--- src/rtl/vga_timing_gen_pkg.sv ---
// Shared types, mode constant sets and helpers for the VGA timing generator.
// Timing parameters of the supported display modes live here so every top-level can pick one.
package vga_timing_gen_pkg;

    typedef struct packed {
        logic hsync;
        logic vsync;
        logic video_on;
    } sync_bits_t;

    // 640x480@60, 25.175 MHz pixel clock, active-low sync
    localparam int VGA640_H_ACTIVE = 640;
    localparam int VGA640_H_FRONT  = 16;
    localparam int VGA640_H_SYNC   = 96;
    localparam int VGA640_H_BACK   = 48;
    localparam int VGA640_V_ACTIVE = 480;
    localparam int VGA640_V_FRONT  = 10;
    localparam int VGA640_V_SYNC   = 2;
    localparam int VGA640_V_BACK   = 33;
    localparam bit VGA640_POL      = 1'b0;

    // 800x600@72, 50 MHz pixel clock, active-high sync
    localparam int SVGA800_H_ACTIVE = 800;
    localparam int SVGA800_H_FRONT  = 56;
    localparam int SVGA800_H_SYNC   = 120;
    localparam int SVGA800_H_BACK   = 64;
    localparam int SVGA800_V_ACTIVE = 600;
    localparam int SVGA800_V_FRONT  = 37;
    localparam int SVGA800_V_SYNC   = 6;
    localparam int SVGA800_V_BACK   = 23;
    localparam bit SVGA800_POL      = 1'b1;

    // Map an "inside the sync window" flag onto the pin level for the given polarity.
    function automatic logic sync_level(input logic active, input bit pol);
        return active ? pol : ~pol;
    endfunction

endpackage

--- src/rtl/vga_timing_gen_sync_delay_line.sv ---
// DEPTH-stage clock-enabled shift register with a synchronous reset value.
// DEPTH = 0 degenerates into a wire so callers can keep a single code path.
module vga_timing_gen_sync_delay_line #(
    parameter int              WIDTH     = 1,
    parameter int              DEPTH     = 1,
    parameter logic [WIDTH-1:0] RESET_VAL = '0
) (
    input  logic             clk,
    input  logic             srst,
    input  logic             ce,
    input  logic [WIDTH-1:0] din,
    output logic [WIDTH-1:0] dout
);

    generate
        if (DEPTH == 0) begin : g_bypass
            logic unused_ctrl;
            assign unused_ctrl = &{1'b0, clk, srst, ce};
            assign dout        = din;
        end else begin : g_pipe
            for (genvar gi = 0; gi < DEPTH; gi++) begin : g_stage
                logic [WIDTH-1:0] q_reg;
                if (gi == 0) begin : g_head
                    always_ff @(posedge clk) begin
                        if (srst) begin
                            q_reg <= RESET_VAL;
                        end else if (ce) begin
                            q_reg <= din;
                        end
                    end
                end else begin : g_tail
                    always_ff @(posedge clk) begin
                        if (srst) begin
                            q_reg <= RESET_VAL;
                        end else if (ce) begin
                            q_reg <= g_stage[gi-1].q_reg;
                        end
                    end
                end
            end
            assign dout = g_stage[DEPTH-1].q_reg;
        end
    endgenerate

endmodule

--- src/rtl/vga_timing_gen.sv ---
// Parametrised VGA raster timing: pixel tick, x/y counters, sync, blanking and strobes.
// Sync and video_on are registered from next-state counters so they always match pixel_x/pixel_y.
module vga_timing_gen
    import vga_timing_gen_pkg::*;
#(
    parameter int H_ACTIVE = VGA640_H_ACTIVE,
    parameter int H_FRONT  = VGA640_H_FRONT,
    parameter int H_SYNC   = VGA640_H_SYNC,
    parameter int H_BACK   = VGA640_H_BACK,
    parameter int V_ACTIVE = VGA640_V_ACTIVE,
    parameter int V_FRONT  = VGA640_V_FRONT,
    parameter int V_SYNC   = VGA640_V_SYNC,
    parameter int V_BACK   = VGA640_V_BACK,
    parameter int CLK_DIV  = 2,
    parameter bit H_POL    = VGA640_POL,
    parameter bit V_POL    = VGA640_POL,
    parameter int PIPE     = 0
) (
    input  logic clk,
    input  logic reset,
    input  logic en,
    output logic p_tick,
    output logic [$clog2(H_ACTIVE+H_FRONT+H_SYNC+H_BACK)-1:0] pixel_x,
    output logic [$clog2(V_ACTIVE+V_FRONT+V_SYNC+V_BACK)-1:0] pixel_y,
    output logic video_on,
    output logic video_on_d,
    output logic hsync,
    output logic vsync,
    output logic line_start,
    output logic frame_start
);

    localparam int H_TOTAL = H_ACTIVE + H_FRONT + H_SYNC + H_BACK;
    localparam int V_TOTAL = V_ACTIVE + V_FRONT + V_SYNC + V_BACK;
    localparam int XW      = $clog2(H_TOTAL);
    localparam int YW      = $clog2(V_TOTAL);
    localparam int DW      = (CLK_DIV > 1) ? $clog2(CLK_DIV) : 1;

    localparam logic [DW-1:0] DIV_LAST = DW'(CLK_DIV - 1);
    localparam logic [XW-1:0] X_LAST   = XW'(H_TOTAL - 1);
    localparam logic [XW-1:0] X_ACTIVE = XW'(H_ACTIVE);
    localparam logic [XW-1:0] HS_START = XW'(H_ACTIVE + H_FRONT);
    localparam logic [XW-1:0] HS_END   = XW'(H_ACTIVE + H_FRONT + H_SYNC - 1);
    localparam logic [YW-1:0] Y_LAST   = YW'(V_TOTAL - 1);
    localparam logic [YW-1:0] Y_ACTIVE = YW'(V_ACTIVE);
    localparam logic [YW-1:0] VS_START = YW'(V_ACTIVE + V_FRONT);
    localparam logic [YW-1:0] VS_END   = YW'(V_ACTIVE + V_FRONT + V_SYNC - 1);
    localparam logic [2:0]    DLY_RESET = {~H_POL, ~V_POL, 1'b0};

    generate
        if (H_FRONT < 1 || H_SYNC < 1 || H_BACK < 1 || V_FRONT < 1 || V_SYNC < 1 ||
            V_BACK < 1 || CLK_DIV < 1 || PIPE < 0 || PIPE > 15) begin : g_bad_params
            $error("vga_timing_gen: porch/sync widths and CLK_DIV must be >= 1, PIPE in 0..15");
        end
    endgenerate

    logic [DW-1:0] div_reg;
    logic [XW-1:0] x_reg, x_next;
    logic [YW-1:0] y_reg, y_next;
    sync_bits_t    raw_reg, raw_next, dly_out;

    // Reset gating matters for CLK_DIV = 1, where div_reg sits at its last value during reset.
    assign p_tick = en && !reset && (div_reg == DIV_LAST);

    always_comb begin
        x_next = x_reg;
        y_next = y_reg;
        if (p_tick) begin
            if (x_reg == X_LAST) begin
                x_next = '0;
                y_next = (y_reg == Y_LAST) ? '0 : y_reg + YW'(1);
            end else begin
                x_next = x_reg + XW'(1);
            end
        end
    end

    always_comb begin
        raw_next.hsync    = sync_level((x_next >= HS_START) && (x_next <= HS_END), H_POL);
        raw_next.vsync    = sync_level((y_next >= VS_START) && (y_next <= VS_END), V_POL);
        raw_next.video_on = (x_next < X_ACTIVE) && (y_next < Y_ACTIVE);
    end

    always_ff @(posedge clk) begin
        if (reset) begin
            div_reg          <= '0;
            x_reg            <= '0;
            y_reg            <= '0;
            raw_reg.hsync    <= ~H_POL;
            raw_reg.vsync    <= ~V_POL;
            raw_reg.video_on <= 1'b1;
        end else begin
            if (en) begin
                div_reg <= (div_reg == DIV_LAST) ? '0 : div_reg + DW'(1);
            end
            x_reg   <= x_next;
            y_reg   <= y_next;
            raw_reg <= raw_next;
        end
    end

    vga_timing_gen_sync_delay_line #(
        .WIDTH     ($bits(sync_bits_t)),
        .DEPTH     (PIPE),
        .RESET_VAL (DLY_RESET)
    ) u_sync_delay (
        .clk  (clk),
        .srst (reset),
        .ce   (p_tick),
        .din  (raw_reg),
        .dout (dly_out)
    );

    assign pixel_x     = x_reg;
    assign pixel_y     = y_reg;
    assign video_on    = raw_reg.video_on;
    assign video_on_d  = dly_out.video_on;
    assign hsync       = dly_out.hsync;
    assign vsync       = dly_out.vsync;
    assign line_start  = p_tick && (x_reg == '0);
    assign frame_start = p_tick && (x_reg == '0) && (y_reg == '0);

endmodule

--- config.mk ---
export PLATFORM = sky130hd
export DESIGN_NAME = vga_timing_gen
export DESIGN_NICKNAME = d
export VERILOG_FILES = /design/src/rtl/vga_timing_gen_pkg.sv /design/src/rtl/vga_timing_gen_sync_delay_line.sv /design/src/rtl/vga_timing_gen.sv
export SDC_FILE = /design/constraint.sdc
export NUM_CORES = 1
export LEC_CHECK = 0
export ABC_AREA = 1
export ABC_CLOCK_PERIOD_IN_PS = 4500
export CELL_PAD_IN_SITES_DETAIL_PLACEMENT = 0
export CELL_PAD_IN_SITES_GLOBAL_PLACEMENT = 1
export CORE_MARGIN = 4
export CORE_UTILIZATION = 30
export DETAILED_ROUTE_END_ITERATION = 12
export PLACE_DENSITY = 0.79
export SYNTH_ARGS = -nofsm -noshare
export SYNTH_HDL_FRONTEND = slang
export SYNTH_SLANG_ARGS = --single-unit
--- constraint.sdc ---
create_clock -name clk -period 4.5 [get_ports clk]
set_clock_uncertainty 0.15 [all_clocks]
set_input_delay 0.675 -clock clk [delete_from_list [all_inputs] [get_ports clk]]
set_output_delay 0.675 -clock clk [all_outputs]
set_load 0.02 [all_outputs]
==> results of run 1 <==
[cell usage in the layout, fill, tap and decap left out, types with 3 or more instances in the layout]
cell	count
nand4_1	14
nor2_1	35
o21ai_0	6
xor2_1	3
clkbuf_8	4
clkdlybuf4s50_1	29
nand3_1	22
nor3_1	6
nor2_2	6
a21oi_1	3
dfxtp_1	24
nand2_2	4
inv_1	32
nand3_2	5
ha_1	4
nand2_1	54
[metal layers]
layer | up-vias | wire length, µm | part of all wire
met5 | - | 0 | 0
met4 | 0 | 51 | 0.013
met3 | 4 | 141 | 0.035
met2 | 24 | 1734 | 0.44
met1 | 688 | 2058 | 0.52
li1 | 817 | - | -
[through the flow]
stage / total power [mW] / instances / hold slack (ps) / instance area [µm²] / worst slack (ps)
2_1_floorplan: 0.2311 / 238 / 360.6 / 1582 / 1633
3_3_place_gp: 0.2384 / 332 / 373.1 / 1918 / 1126
5_1_grt: 0.4024 / 336 / 412.0 / 1973 / 909.0
4_1_cts: 0.3899 / 336 / 389.9 / 1973 / 1061
6_report: 0.3834 / 336 / 386.5 / 1973 / 1082
3_5_place_dp: 0.2387 / 332 / 377.2 / 1918 / 1072
[final timing paths]
kind | depth (start not counted) | startpoint | slack [ps] | endpoint
min reg2reg | 2 | div_reg | 390 | div_reg
max reg2reg | 10 | pixel_x[0] | 2280 | raw_reg[1]
min | 2 | div_reg | 390 | div_reg
max | 6 | reset | 1080 | frame_start
[kinds of logic after synthesis]
kind of cell	share of synthesized area
fa+ha+maj	0.03165
compound gates	0.04747
flops	0.3038
buf+inv	0.1163
xor+xnor	0.01662
simple gates	0.4842
[critical path, cell delays in order]
cell and delay, ps:
clkdlybuf4s50_1 440, inv_2 130, nand3_4 140, nor3_1 340
nor3b_1 230, clkdlybuf4s50_1 630
[where the power goes]
part	total, mW	switching [mW]	leakage [nW]	internal [mW]
logic	0.0186	0.0118	0.561	0.00688
registers	0.215	0.00157	0.194	0.213
clock network	0.150	0.0718	0.0288	0.0782
[area by class of cell]
cell class / instances / area share
Timing Repair Buffer: 31 / 0.1547
Sequential cell: 24 / 0.2435
Clock buffer: 4 / 0.02790
Inverter: 34 / 0.06468
Tap cell: 70 / 0.04439
Multi-Input combinational cell: 173 / 0.4648
==> impl_metrics.ini, run 1 <==
[hold_path]
hold_path.class = register to register

[grt]
antenna_found_initial = 0
grt_overflow = 0
first_global_vias = 1438
met1_usage = 0.1922
use_met3 = 0.02578
track_usage = 0.1357
grt_max_degree = 21
gr-max-usage-layer = met2
use_met2 = 0.2094
grt_pass1_wl_mm = 6.893

[run]
cap_violations = 0

[synth]
yosysTopAreaCell = dfxtp_1
async_reset_ff_frac = 0
synth_common_cells = 54 x nand2_1, 35 x nor2_1, 32 x inv_1
syn_area_um2 = 1582
yosysUniqueCellTypes = 29
ys_seq_elements = 24
synth_edf_count = 0
synth.area.top_cells = dfxtp_1 30%, nand2_1 13%, nor2_1 8.3%, inv_1 7.6%, nand3_1 7.0%
syn_nets = 245
synth_most_common_cell = nand2_1
yosysWarnings = 0
synthFlopType = dfxtp_1
netlist_instances = 238
avgSynthCellArea_um2 = 6.645
yosysSeqAreaShare = 0.3038
synth_top_area_frac = 0.3038

[sta]
fin_crit_sh = 0.7597
tns_ps = 0
drv_slew = 0
tightest_slew_ps = 430.5
clock.fmax_mhz = 292.5
min_period_ps = 3419
timing.slew.headroom = 0.7121
hold_viol_final = 0
finalSetupViolCount = 0
rsz0062_at_grt = no

[placed_design]
dp_hpwl_mm = 3.143
port_buffers = 29
place_congestion = 0.8311

[route]
drc_errors = 0
dr.pass1.iters = 4
wl_per_cell_um = 11.86
num_vias = 1533
avgViaCountPerCell = 4.563
drt_iter0_drc = 89
ant_nets = 0
routed_wirelength_mm = 3.986

[clock_network]
clk_pin_slew_ps = 80
clk_root_buffer_cell = clkbuf_8
cts_buffer_depth = 2
cts_resized = 0
post-cts-setup-buffers = 0
tritoncts = yes
cts_buffers = 3
clock_latency_ps = 270
h-tree-depth = 1
hold_buffers = 0
clkSinkCount = 24

[floorplan]
core.rowCount = 26
core_um2 = 5107
ioPinCount = 30
start_util = 0.3097
die-area_um2 = 6497
dieHeight_um = 80.61
die_x_um = 80.61

[power]
cellPowerDensity_nw_per_um2 = 194.3
ir_drop_v = 0.0001538
power.leakage_nw = 0.7839

[critical_path]
critPathRequiredTime_ps = 3670
worstPathMaxFanout = 6
startpoint_type = input pin
crit_arrival_ps = 2590
crit_path_end_kind = output port
crit_type = input pin to output port

[final_layout]
nets = 274
diodes = 0
areaGrowthSynthToFinish_pct = 24.76
layout-drive-gt1-share = 0.1128
n_fill_cell = 584
final_util = 0.3863
regArea_um2 = 480.5
multi_input_area_um2 = 917.1

[status]
outcome = completed
No activity file was read; power rests on OpenSTA's default activity.
==> inputs of run 2 (changes only) <==
- ABC_CLOCK_PERIOD_IN_PS: 4500 -> 3200
- clock period: 4.5 -> 3.2 ns (I/O delays scaled with it)
==> run 2 against run 1 <==
Against the previous run:
- clock power up 41%
- sequential share of layout area is the same
- via count is essentially flat
- sequential power rose by 40%
- largest cell class unchanged
- wire length down 0.43%
- critical endpoint unchanged
- non-clock buffer count did not move
- count of clock-buffer cells in the layout unchanged
==> impl_metrics.ini, run 2 (synthesis gave the netlist of run 1 again) <==
[status]
outcome = completed

[route]
routed_wirelength_mm = 3.969
ant_nets = 0
wl_per_cell_um = 11.81
dr.pass1.iters = 4
avgViaCountPerCell = 4.560
drt_iter0_drc = 50
num_vias = 1532
drc_errors = 0

[placed_design]
place_congestion = 0.8277
port_buffers = 29
dp_cells = 332
dp_hpwl_mm = 3.155

[sta]
rsz0062_at_grt = no
min_period_ps = 3022
timing.slew.headroom = 0.7076
clock.fmax_mhz = 330.9
tightest_slew_ps = 437.1
drv_slew = 0
worst_hold_slack_ps = 389.7
hold_viol_final = 0
tns_ps = 0
fin_crit_sh = 0.9444
finalSetupViolCount = 0

[grt]
grt_overflow = 0
met1_usage = 0.1870
grt_pass1_wl_mm = 6.803
gr-max-usage-layer = met2
use_met2 = 0.2086
use_met3 = 0.02466
antenna_found_initial = 0
first_global_vias = 1444
track_usage = 0.1329
grt_max_degree = 21

[hold_path]
hold_path.class = register to register

[floorplan]
start_util = 0.3097
core.rowCount = 26
ioPinCount = 30
die-area_um2 = 6497
die_x_um = 80.61
dieHeight_um = 80.61
core_um2 = 5107

[power]
cellPowerDensity_nw_per_um2 = 273.6
ir_drop_v = 0.0002153
power.leakage_nw = 0.7839
p_total_uw = 539.9

[clock_network]
cts_resized = 0
tritoncts = yes
clk_root_buffer_cell = clkbuf_8
hold_buffers = 0
cts_buffer_depth = 2
cts_buffers = 3
post-cts-setup-buffers = 0
h-tree-depth = 1
clock_latency_ps = 270
clk_pin_slew_ps = 80
clkSinkCount = 24

[critical_path]
critPathRequiredTime_ps = 2570
crit_type = input pin to output port
crit_path_end_kind = output port
startpoint_type = input pin
crit_arrival_ps = 2390
worstPathMaxFanout = 6

[final_layout]
nets = 274
multi_input_area_um2 = 917.1
layout_commonest_cell = nand2_1
layout-drive-gt1-share = 0.1128
final_cell_mix = 54 x nand2_1, 35 x nor2_1, 32 x inv_1
diodes = 0
regArea_um2 = 480.5
n_fill_cell = 564
finalNonFillerCells = 336
areaGrowthSynthToFinish_pct = 24.76

[run]
cap_violations = 0
-- run 2: cell counts in the layout (fill, tap and decap cells not counted) --
No cell type changed its count.
-- run 2: stage by stage --
stage                 util  cell area, µm²  worst slack (ps)
floorplan                -            1582             722.9
global placement    0.3756            1918             218.7
global route        0.3863            1973             75.06
detailed placement  0.3756            1918             188.5
CTS                 0.3863            1973             178.3
finish              0.3863            1973             178.0
-- run 2: report_power, final --
group / internal [mW] / switching [mW] / leakage [nW]
logic: 0.00970 / 0.0167 / 0.561
clock network: 0.110 / 0.101 / 0.0288
registers: 0.300 / 0.00226 / 0.194
total: 0.420 / 0.120 / 0.784
-- run 2: metal layers --
metal  part of all wire  wire length [µm]  up-vias
met5                  0                 0        -
met4             0.0098                39        0
met3              0.038               151        2
met2               0.46              1811       28
met1               0.50              1967      678
li1                   -                 -      824
-- run 2: final timing paths --
kind                    from           to  slack, ps  depth (start not counted)
setup / recovery       reset  frame_start        180                          6
hold / removal       div_reg      div_reg        390                          2
setup reg to reg  pixel_x[0]   raw_reg[1]        980                         10
hold reg to reg      div_reg      div_reg        390                          2
-- run 2: critical path: stages --
cell and delay (ps):
clkdlybuf4s50_1 440, inv_2 130, nand3_4 140, nor3_1 310, nor3b_1 250, clkdlybuf4s50_1 640
-- run 2: area by class of cell --
cell class	instances	area share
Tap cell	70	0.04439
Clock buffer	4	0.02790
Inverter	34	0.06468
Timing Repair Buffer	31	0.1547
Sequential cell	24	0.2435
Multi-Input combinational cell	173	0.4648
